--- config.mk ---
export PLATFORM = sky130hd
export DESIGN_NAME = bresenham_raycast
export DESIGN_NICKNAME = d
export VERILOG_FILES = /design/src/rtl/bresenham_raycast.sv
export SDC_FILE = /design/constraint.sdc
export NUM_CORES = 1
export LEC_CHECK = 0
export ABC_AREA = 1
export CORE_UTILIZATION = 40
export DETAILED_ROUTE_END_ITERATION = 10
export PLACE_DENSITY_LB_ADDON = 0.05
export SLEW_MARGIN = 0
export SYNTH_ARGS = -nofsm -noshare
export SYNTH_HDL_FRONTEND = slang
export SYNTH_SLANG_ARGS = --single-unit
--- constraint.sdc ---
create_clock -name clock -period 13.5 [get_ports clock]
set_input_delay 2.025 -clock clock [delete_from_list [all_inputs] [get_ports clock]]
set_output_delay 2.025 -clock clock [all_outputs]
set_load 0.02 [all_outputs]
--- src/rtl/bresenham_raycast.sv ---
// bresenham_raycast -- grid ray-caster on the occupancy map read port.
//
// Walks the Bresenham line from (start_x,start_y) to (end_x,end_y), reading
// one map cell per step, and stops at the first occupied cell or at the end
// cell. The result (last evaluated cell, hit flag, cell count) is held from
// DONE until the next SETUP.
//
// Optional feature macro: BRESENHAM_RAYCAST_SKIP_ORIGIN_EN
//   defined   -> the start cell is not read; SETUP takes the first step itself,
//                and a zero-length ray finishes without any read.
//   undefined -> the start cell is the first cell read.
//
// Ports:
//   clock, reset         rising-edge clock, asynchronous active-low reset
//   start                one-cycle request, sampled only in IDLE
//   start_x/y, end_x/y   ray origin and end cell (latched on accepted start)
//   x_index, y_index     map read address, held while read_enable is low
//   read_enable          map read strobe, one cycle per cell
//   cell_occupied        map read data, valid READ_LATENCY cycles after strobe
//   hit_x, hit_y         last cell evaluated
//   hit                  walk stopped on an occupied cell
//   cell_count           number of cells evaluated
//   done                 one-cycle completion pulse
//   busy                 high from SETUP through the done cycle
//   fsm_state            current FSM state (debug visibility)
//
// Handshake: start is a single-cycle request accepted only while busy=0;
// the walk is complete when done pulses. There is no back-pressure on the
// map read port: data is expected exactly READ_LATENCY cycles after each
// read_enable.

package ram_pkg;
  parameter int INDEX_W = 8;
  typedef logic [INDEX_W-1:0] index_t;
endpackage

module bresenham_raycast
  import ram_pkg::*;
#(
  parameter int READ_LATENCY = 1
) (
  input  logic             clock,
  input  logic             reset,
  input  logic             start,
  input  index_t           start_x,
  input  index_t           start_y,
  input  index_t           end_x,
  input  index_t           end_y,
  output index_t           x_index,
  output index_t           y_index,
  output logic             read_enable,
  input  logic             cell_occupied,
  output index_t           hit_x,
  output index_t           hit_y,
  output logic             hit,
  output logic [INDEX_W:0] cell_count,
  output logic             done,
  output logic             busy,
  output logic [2:0]       fsm_state
);

  localparam int SW = INDEX_W + 2;
  // Last WAIT count before EVAL; unreachable (and unused) when READ_LATENCY=1.
  localparam logic [1:0] WAIT_LAST = 2'(READ_LATENCY - 2);

  typedef enum logic [2:0] {
    S_IDLE  = 3'd0,
    S_SETUP = 3'd1,
    S_READ  = 3'd2,
    S_WAIT  = 3'd3,
    S_EVAL  = 3'd4,
    S_DONE  = 3'd5
  } state_t;

  state_t state, next_state;

  index_t                cur_x, cur_y, end_x_q, end_y_q, addr_x_q, addr_y_q;
  logic signed [SW-1:0]  dx_q, dy_q, err_q;
  logic                  sx_neg_q, sy_neg_q;
  logic [1:0]            wait_cnt;

  // Setup values derived from the latched coordinates (used in SETUP only).
  index_t                adx, ady;
  logic signed [SW-1:0]  dx_s, dy_s;
  logic                  sx_neg_s, sy_neg_s;

  // One Bresenham step, shared by SETUP (origin skip) and EVAL.
  logic signed [SW-1:0]  op_dx, op_dy, op_err, nerr;
  logic                  op_sx_neg, op_sy_neg;
  logic signed [SW:0]    e2, dx_e, dy_e;
  logic                  step_x, step_y, at_end;
  index_t                nx, ny;

  always_comb begin
    adx      = (end_x_q > cur_x) ? end_x_q - cur_x : cur_x - end_x_q;
    ady      = (end_y_q > cur_y) ? end_y_q - cur_y : cur_y - end_y_q;
    dx_s     = $signed({2'b00, adx});
    dy_s     = -$signed({2'b00, ady});
    sx_neg_s = !(end_x_q > cur_x);
    sy_neg_s = !(end_y_q > cur_y);

    if (state == S_SETUP) begin
      op_dx     = dx_s;
      op_dy     = dy_s;
      op_err    = dx_s + dy_s;
      op_sx_neg = sx_neg_s;
      op_sy_neg = sy_neg_s;
    end else begin
      op_dx     = dx_q;
      op_dy     = dy_q;
      op_err    = err_q;
      op_sx_neg = sx_neg_q;
      op_sy_neg = sy_neg_q;
    end

    e2     = {op_err, 1'b0};
    dx_e   = {op_dx[SW-1], op_dx};
    dy_e   = {op_dy[SW-1], op_dy};
    step_x = (e2 >= dy_e);
    step_y = (e2 <= dx_e);
    nerr   = op_err + (step_x ? op_dy : '0) + (step_y ? op_dx : '0);
    nx     = step_x ? (op_sx_neg ? cur_x - 1'b1 : cur_x + 1'b1) : cur_x;
    ny     = step_y ? (op_sy_neg ? cur_y - 1'b1 : cur_y + 1'b1) : cur_y;
    at_end = (cur_x == end_x_q) && (cur_y == end_y_q);
  end

  // State register
  always_ff @(posedge clock or negedge reset) begin
    if (!reset) state <= S_IDLE;
    else        state <= next_state;
  end

  // Next-state logic
  always_comb begin
    next_state = state;
    case (state)
      S_IDLE:  if (start) next_state = S_SETUP;
`ifdef BRESENHAM_RAYCAST_SKIP_ORIGIN_EN
      S_SETUP: next_state = at_end ? S_DONE : S_READ;
`else
      S_SETUP: next_state = S_READ;
`endif
      S_READ:  next_state = (READ_LATENCY == 1) ? S_EVAL : S_WAIT;
      S_WAIT:  if (wait_cnt == WAIT_LAST) next_state = S_EVAL;
      S_EVAL:  next_state = (cell_occupied || at_end) ? S_DONE : S_READ;
      S_DONE:  next_state = S_IDLE;
      default: next_state = S_IDLE;
    endcase
  end

  // Walk datapath and held results
  always_ff @(posedge clock or negedge reset) begin
    if (!reset) begin
      cur_x      <= '0;
      cur_y      <= '0;
      end_x_q    <= '0;
      end_y_q    <= '0;
      addr_x_q   <= '0;
      addr_y_q   <= '0;
      dx_q       <= '0;
      dy_q       <= '0;
      err_q      <= '0;
      sx_neg_q   <= 1'b0;
      sy_neg_q   <= 1'b0;
      wait_cnt   <= '0;
      hit_x      <= '0;
      hit_y      <= '0;
      hit        <= 1'b0;
      cell_count <= '0;
    end else begin
      case (state)
        S_IDLE: if (start) begin
          cur_x   <= start_x;
          cur_y   <= start_y;
          end_x_q <= end_x;
          end_y_q <= end_y;
        end
        S_SETUP: begin
          dx_q       <= dx_s;
          dy_q       <= dy_s;
          sx_neg_q   <= sx_neg_s;
          sy_neg_q   <= sy_neg_s;
          cell_count <= '0;
          hit        <= 1'b0;
`ifdef BRESENHAM_RAYCAST_SKIP_ORIGIN_EN
          // A zero-length ray reports the start cell without reading it.
          hit_x <= cur_x;
          hit_y <= cur_y;
          if (at_end) begin
            err_q <= dx_s + dy_s;
          end else begin
            err_q <= nerr;
            cur_x <= nx;
            cur_y <= ny;
          end
`else
          err_q <= dx_s + dy_s;
`endif
        end
        S_READ: begin
          addr_x_q <= cur_x;
          addr_y_q <= cur_y;
          wait_cnt <= '0;
        end
        S_WAIT: wait_cnt <= wait_cnt + 1'b1;
        S_EVAL: begin
          cell_count <= cell_count + 1'b1;
          hit_x      <= cur_x;
          hit_y      <= cur_y;
          if (cell_occupied) begin
            hit <= 1'b1;
          end else if (!at_end) begin
            err_q <= nerr;
            cur_x <= nx;
            cur_y <= ny;
          end
        end
        default: ;
      endcase
    end
  end

  // Outputs decoded from state
  always_comb begin
    read_enable = (state == S_READ);
    // The address is live during the strobe and held afterwards.
    x_index     = read_enable ? cur_x : addr_x_q;
    y_index     = read_enable ? cur_y : addr_y_q;
    done        = (state == S_DONE);
    busy        = (state != S_IDLE);
    fsm_state   = state;
  end

endmodule

==> results.md <==
- Outcome: finished, final reports clean
- Count of cell types in the netlist: 46
- Total grt overflow: 0
- Die Height: 146 um
- Min Clock Period, post-route: 8.36 ns
- Worst flop-to-flop path startpoint: cur_y[5]
- Hold path startpoint: cell_count[8]
- Crit-path max FO: 10
- Crit-path most repeated cell: nand2_1
- Final ANT Viol Nets: 0
- Clock skew: 0.0124 ns
- WL per Instance: 15.0 um
- Endpoint of the worst register-to-register path: err_q[9]
- Number of buffers on the longest clock path: 2
- Root Buffer: clkbuf_16
- DRC: 0
- Die area: 21300 um^2
- First-pass GRT wire length: 36000 um
- Clk_lat worst skew: 0.37 ns
- Number of synthesized flops with an enable pin: 0
- Asr flop ratio synth: 100%
- Gate Count Post-Synth: 1076
- Hold EP: cell_count[8]
- Worst r2r path cells: 53
- Final Hold Viols: 0
- CP Capture Type: flip-flop
- Fmax: 0.120 GHz
- GR Util All Layers: 21.6%
- Seq/Total Area, Yosys: 33.5%
- Stages on the worst setup path: 53
- Final Slew Violations: 0
- Rel. slew slack: 37.1%
- Clk pin slew, worst setup/hold paths: 0.09 ns
- Slowest stage cell, crit path: ha_1
- Hold Path Class: reg2reg
- CP delay by family, top: simple AND/OR/NAND/NOR gates
- Worst setup path category: reg2reg
- Mean Syn Cell Area: 7.72 um^2
- Synth warn: 0
- Req. time, crit path: 13.77 ns
- TritonCTS Buffers: 9
- Netlist Area Pre-Place: 8300 um^2
- Max cap viols: 0
- Final WL: 21300 um
- Die X: 146 um
- Hpwl dp: 16200 um
- H-tree depth: 3
- Startpoint types: flip-flop
- Starting Density: 40.9%
- Fin crit share: 61.9%
- Hold path depth: 1
- Fillers: 2093
- Unrepaired setup endpoints after global routing: false
- Final setup TNS: 0 ns
- CTS tree: yes
- Multi-input logic area: 4740 um^2
- Postcts setup bufs: 0
- Arr. time, crit path: 8.62 ns
- RePlAce Congestion: 0.911
- Layout cells sized above 1: 7.30%
- Pre-antenna DRT Iters: 5
- Buffers on Ports: 83
- Largest net degree at the start of global routing: 74
- Final net count: 1278
- Post-synth top flop: dfrtp_1
- Final setup viols: 0
- Initial antenna violation count: 0
- Max stage delay on crit path: 0.48 ns
- Hold-fix buffers, CTS: 0
- Syn-to-layout area delta: 16.8%
- Total clock sinks: 111
- Vias/cell: 4.84
- Worst-Margin Slew: 0.944 ns
- CP Buf/Inv Count: 8
- FF-to-FF setup slack: 5.14 ns
- Starting DRT DRC Count: 347
- Register Area: 2780 um^2
- Core area: 20300 um^2
- Seq cells post-synth: 111
- Top Ports: 84
- Syn_nets: 1209
- Placement Rows: 52
- Via Count: 6877
- Number of global-route vias before repair: 6952
- Post-CTS Resized: 0
## registers in the layout, summed over array words and instances (netlist names), 8 cells and up
name and cells:
err_q 10, end_x_q 8, cur_x 8, addr_y_q 8
dy_q 10, cur_y 8, hit_y 8, addr_x_q 8
cell_count 9, end_y_q 8, hit_x 8, dx_q 10
## metal layers
| layer | share of wire, % | track usage [%] | vias to the layer above |
|---|---|---|---|
| met2 | 44 | 34.8 | 125 |
| met3 | 3.7 | 3.56 | 32 |
| met5 | 0 | 0 | - |
| met4 | 2.1 | 6.56 | 0 |
| met1 | 50 | 29.7 | 3152 |
| li1 | - | - | 3568 |
## cell usage after synthesis (all sizes together), types with 4 or more instances
master | n | area (um^2)
o21ai | 109 | 561
o21bai | 4 | 30.0
ha | 80 | 1000
xnor2 | 12 | 105
dfrtp | 111 | 2780
a31oi | 8 | 50.1
fa | 17 | 340
nand3 | 40 | 235
nand2 | 273 | 1090
xor2 | 31 | 272
o211ai | 8 | 60.1
a211oi | 5 | 37.5
clkbuf | 25 | 93.8
or2 | 17 | 106
a21oi | 66 | 330
inv | 172 | 648
nor3 | 4 | 31.3
nor2 | 63 | 267
a21boi | 5 | 48.8
buf | 5 | 42.5
## layout by cell type (no fill, tap or decap), drive strengths merged, types with 2 or more instances in the layout
cell           count
o221ai             2
nor2              63
o211ai             8
a211oi             5
clkdlybuf4s50     82
o31ai              2
mux2               2
inv              177
o21bai             4
clkbuf             9
a22o               3
dfrtp            111
a21boi             5
a31oi              8
a21o               3
ha                80
fa                17
nand3             40
buf                6
or2               17
clkinv             3
a21oi             66
nand2            273
xnor2             12
xor2              31
nor3               4
nand4              3
o21ai            109
## worst register-to-register path: cells and delay by family (launching register included)
kind	cells	cell delay, ns
XOR/XNOR	3	0.60
flip-flops	1	0.39
AND/OR/NAND/NOR	28	2.54
buffers and inverters	8	0.87
AO/OA/AOI/OAI	7	1.43
adder cells (fa/ha/maj)	7	2.43
## worst max-delay path by stage
stage | startpoint | end | slack (ns)
6_report | cur_y[5] | err_q[9] | 5.14
5_1_grt | cur_y[1] | err_q[9] | 4.13
4_1_cts | cur_y[5] | err_q[9] | 5.12
3_5_place_dp | cur_y[5] | err_q[9] | 5.14
3_3_place_gp | cur_y[5] | err_q[9] | 5.16
2_1_floorplan | cur_y[1] | err_q[9] | 6.26
## logic make-up after synthesis
kind of cell	synth area share [%]
xor gates and xnor gates	4.54
AOI/OAI and AO/OA	14.6
DFF	33.5
and+or+nand+nor	21.5
adders and majority gates	16.2
buffers and inverters	9.49
muxes	0.271
## stage by stage
| step | area, um^2 | util (%) | hold slack (ns) | std cells | worst slack, ns |
|---|---|---|---|---|---|
| CTS | 9700 | 47.8 | 0.472 | 1420 | 5.12 |
| global route | 9700 | 47.8 | 0.516 | 1420 | 4.13 |
| global placement | 9380 | 46.2 | 0.458 | 1404 | 5.16 |
| detailed placement | 9380 | 46.2 | 0.460 | 1404 | 5.14 |
| floorplan | 8300 | - | 0.455 | 1076 | 6.26 |
| finish | 9700 | 47.8 | 0.469 | 1421 | 5.14 |
## final cells by class
cell class	instances	share of cell area, %
antenna	1	0.0258
clock buffer	9	2.32
clock inverter	7	0.993
inverter	173	6.72
multi-input combinational	762	48.9
sequential	111	28.6
tap	270	3.48
timing repair buffer	88	8.93
Power is not shown: default switching activity piles up to over one toggle a cycle in this logic, so the estimate is an artifact.
==> RTL change 1: new RTL, same flow settings <==
The option `BRESENHAM_RAYCAST_SKIP_ORIGIN_EN` is turned on by a define.
--- a/src/rtl/bresenham_raycast.sv
+++ b/src/rtl/bresenham_raycast.sv
@@ -30,2 +30,4 @@
 // read_enable.
+
+`define BRESENHAM_RAYCAST_SKIP_ORIGIN_EN
 
Function: changed (a bounded check fails within 4 cycles, from zero or initial values and one cycle with reset low).
==> RTL change 1 against the original RTL <==
  * Synthesized area up 4.8%
  * Routed wire length up 9.5%
  * Final area up 4.2%
  * Setup slack better by 0.28 ns
  * Synthesized cell count up 5.1%
  * Sequential cell count unchanged
  * Sequential share of layout area down 1.2 points
  * Critical endpoint unchanged
Power is left out: the tool's default activity adds up to more than one toggle a clock period on the data nets, which glitch-free logic cannot reach.
==> RTL change 1: results (changes against the original RTL) <==
grt_pass1_wl_mm: 38.8  # +7.8%
cpPeakStageDelay_ns: 0.62  # +0.14 ns
dp_hpwl_mm: 18.2  # +12%
skew_ns: 0.0172  # +0.00476 ns
num_vias: 7367  # +7.1%
holdPathEnd: "cell_count[8]"
r2r_slack_ns: 5.42  # +0.28 ns
wl_met2_mm: 10.6  # +12%
place_area_um2: 9790  # +4.4%
crit_slowest_cell: "o311ai_0"
yosysSeqAreaShare: 0.319  # -0.0153
synth_common_cells: "nand2_1, inv_1, dfrtp_1"
totalWireLength_mm: 23.4  # +9.5%
worstPathArrival_ns: 8.37  # -0.25 ns
m1WireLength_mm: 12.0  # +13%
netlist-cell-type-count: 55  # +20%
synth_cells: 1131  # +5.1%
dr.first_iter.drc_count: 399  # +15%
track_usage: 0.225  # +0.00899
fin_hold_ws_ns: 0.480  # +0.0107 ns
fin_nets: 1336  # +4.5%
grtUsageMet3: 0.0311  # -0.00453
wl_per_cell_um: 15.7  # +4.9%
wl_met3_um: 640  # -19%
status: "complete, no violations"
met1_usage: 0.325  # +0.0279
place_congestion: 0.873  # -4.1%
drive_above_1_share: 0.0893  # +0.0163
ys_top_cells_by_area: "dfrtp_1, ha_1, nand2_1, inv_1, o21ai_0"
synthMuxAreaShare: 0.00604  # +0.00333
synthAdderAreaFrac: 0.153  # -0.00883
dpl.cell_count: 1468  # +4.6%
rr_worst_depth: 42  # -21%
hold_start: "cell_count[8]"
first_global_vias: 7324  # +5.4%
synth-xor-area-share: 0.0383  # -0.00711
==> RTL change 1: cell count changes in the layout (fill, tap and decap cells not counted), moves of 6 or more <==
cell | unedited run | this run
inv_1 | 164 | 180
nand2_4 | 2 | 13
o21ai_0 | 99 | 93
o21ai_2 | 4 | 15
nand4_1 | 2 | 11
nand3_1 | 32 | 48
o211ai_1 | 8 | 2
==> RTL change 1: critical path, delay by kind of cell (launching register included) <==
kind	cells	cell delay, ns
AO/OA/AOI/OAI	9	2.03
XOR/XNOR	3	0.70
adder cells (fa/ha/maj)	6	2.09
buffers and inverters	9	0.90
flip-flops	1	0.49
AND/OR/NAND/NOR	15	1.78
==> RTL change 1: cells by family (layout without fill, tap and decap cells) <==
| family | after synthesis | after routing |
|---|---|---|
| mux | 5 | 5 |
| simple gates | 452 | 452 |
| xor+xnor | 38 | 38 |
| buf+inv | 213 | 291 |
| flops | 111 | 111 |
| fa+ha+maj | 96 | 96 |
| compound gates | 216 | 216 |
==> RTL change 1: cell type report <==
type                       instances  area (µm²)
clock buffer                       9         225
clock inverter                     7        95.1
fill                            2140       11000
inverter                         185         699
multi-input combinational        807        5090
sequential                       111        2780
tap                              275         344
timing repair buffer              90         881
==> RTL change 1: worst max path at each step <==
stage / depth (start not counted) / slack [ns] / endpoint / from
CTS: 42 / 5.40 / err_q[9] / cur_x[1]
finish: 42 / 5.42 / err_q[9] / cur_x[1]
global route: 42 / 4.58 / err_q[9] / cur_x[1]
floorplan: 45 / 6.48 / err_q[9] / cur_y[1]
detailed placement: 42 / 5.44 / err_q[9] / cur_x[1]
global placement: 44 / 5.43 / err_q[8] / cur_x[1]
==> RTL change 2: new RTL, same flow settings <==
Without the edit above. Reset style: synchronous (`reset`), changed in 2 clocked blocks. Comments in the files are not updated.
--- a/src/rtl/bresenham_raycast.sv
+++ b/src/rtl/bresenham_raycast.sv
@@ -127,3 +127,3 @@
   // State register
-  always_ff @(posedge clock or negedge reset) begin
+  always_ff @(posedge clock) begin
     if (!reset) state <= S_IDLE;
@@ -151,3 +151,3 @@
   // Walk datapath and held results
-  always_ff @(posedge clock or negedge reset) begin
+  always_ff @(posedge clock) begin
     if (!reset) begin
Behaviour: differs if reset is asserted again (counterexample within 4 cycles, from zero or initial values and one cycle with reset low); with reset held inactive, the same outputs for 4 cycles.
==> RTL change 2 against the original RTL <==
  * Final area shrank 0.21%
  * Sequential cell count stayed put
  * First-iteration DRC count down 4.6%
  * Routed wire length up 4.8%
  * Synthesized area about the same
  * Cell count grew 5.5%
  * Utilization shrank 0.099 points
  * Setup slack worse by 0.20 ns
  * Highest routed layer unchanged
Power is not shown: default switching activity piles up to over one toggle a cycle in this logic, so the estimate is an artifact.
==> RTL change 2: results (changes against the original RTL) <==
totalWireLength_mm: 22.4  # +4.8%
diodes: 0  # -1
place_congestion: 0.874  # -4.1%
crit_slowest_cell: "fa_1"
syn-num-nets: 1300  # +7.5%
cts-buffers-inserted: 9  # unchanged
port-buffer-count: 83  # unchanged
top_regs: "dx_q (10), dy_q (10), err_q (10)"
grt_max_degree: 56  # -24%
cpPeakStageDelay_ns: 0.43  # -0.05 ns
fillers: 2079  # -0.67%
clk_pin_slew_ns: 0.09  # about the same
ys_top_cells_by_area: "dfxtp_1, ha_1, nand2_1, inv_1, a21oi_1"
synth_common_cells: "nand2_1, inv_1, a21oi_1, dfxtp_1, o21ai_0"
holdCritPathClass: "flip-flop to flip-flop"
grt_pass1_wl_mm: 37.0  # +2.9%
track_usage: 0.218  # +0.00228
yosysSeqAreaShare: 0.267  # -0.0672
synthArstFlopShare: 0  # -1.00
dpl.cell_count: 1483  # +5.6%
first_global_vias: 7233  # +4.0%
setup_viol: 0  # unchanged
post_cts_resize_count: 0  # unchanged
skew_ns: 0.0156  # +0.00315 ns
root_buffer: "clkbuf_16"
wl_per_cell_um: 14.9  # -0.67%
cp_max_fo: 13  # +3
antenna_found_initial: 0  # unchanged
dr.first_iter.drc_count: 331  # -4.6%
post_cts_buffers: 0  # unchanged
netlist-cell-type-count: 49  # +6.5%
drt_pass1_iterations: 5  # unchanged
clockBufferDepth: 2  # unchanged
clock_latency_ns: 0.37  # about the same
routed_via_density: 4.99  # +3.1%
worst_pin_slew_ns: 0.961  # +0.0166 ns
htree_num_levels: 3  # unchanged
status: "complete, no violations"
synth_cells: 1167  # +8.5%
place_worst_setup_slack_ns: 5.08  # -0.0679 ns
fin_nets: 1357  # +6.2%
drive_above_1_share: 0.0887  # +0.0156
dp_hpwl_mm: 16.8  # +3.7%
ys_warn_count: 0  # unchanged
[RTL change 2: metrics by stage]
stage / hold slack [ns] / instance area (µm²)
global route: 0.484 / 9680
CTS: 0.468 / 9680
finish: 0.468 / 9680
floorplan: 0.443 / 8310
detailed placement: 0.455 / 9350
global placement: 0.457 / 9350
[RTL change 2: critical path, delay by kind of cell (launching register included)]
kind | cells | cell delay [ns]
flip-flops | 1 | 0.42
buffers and inverters | 9 | 0.77
XOR/XNOR | 2 | 0.47
AND/OR/NAND/NOR | 25 | 3.10
AO/OA/AOI/OAI | 11 | 1.71
adder cells (fa/ha/maj) | 6 | 1.98
[RTL change 2: cells by family after synthesis]
logic type               synth area share
adder cells (fa/ha/maj)             0.161
AND/OR/NAND/NOR                     0.228
AO/OA/AOI/OAI                       0.191
multiplexers                      0.00241
flip-flops                          0.267
buffers and inverters               0.107
XOR/XNOR                           0.0422
[RTL change 2: area by class of cell]
class                   instances  area, µm²  share of cell area
well taps                     270        338              0.0349
clock inverters                 7        110              0.0114
flip-flops and latches        111       2220               0.230
multi-input cells             828       5220               0.539
clock buffers                   9        225              0.0233
inverters                     185        699              0.0723
repair buffers                 89        871              0.0900
[RTL change 2: per-layer routing]
layer	up-vias	track usage	routed length [µm]
li1	3903	-	-
met1	3439	0.288	10700
met2	113	0.372	10700
met3	23	0.0259	590
met4	0	0.0620	371
met5	-	0	0
[RTL change 2: path summary, 6_finish.rpt]
path	cells after the start	slack (ns)	endpoint	from
max	53	4.94	err_q[9]	cur_x[5]
min	2	0.47	err_q[5]	err_q[5]
max reg2reg	53	4.94	err_q[9]	cur_x[5]
min reg2reg	2	0.47	err_q[5]	err_q[5]
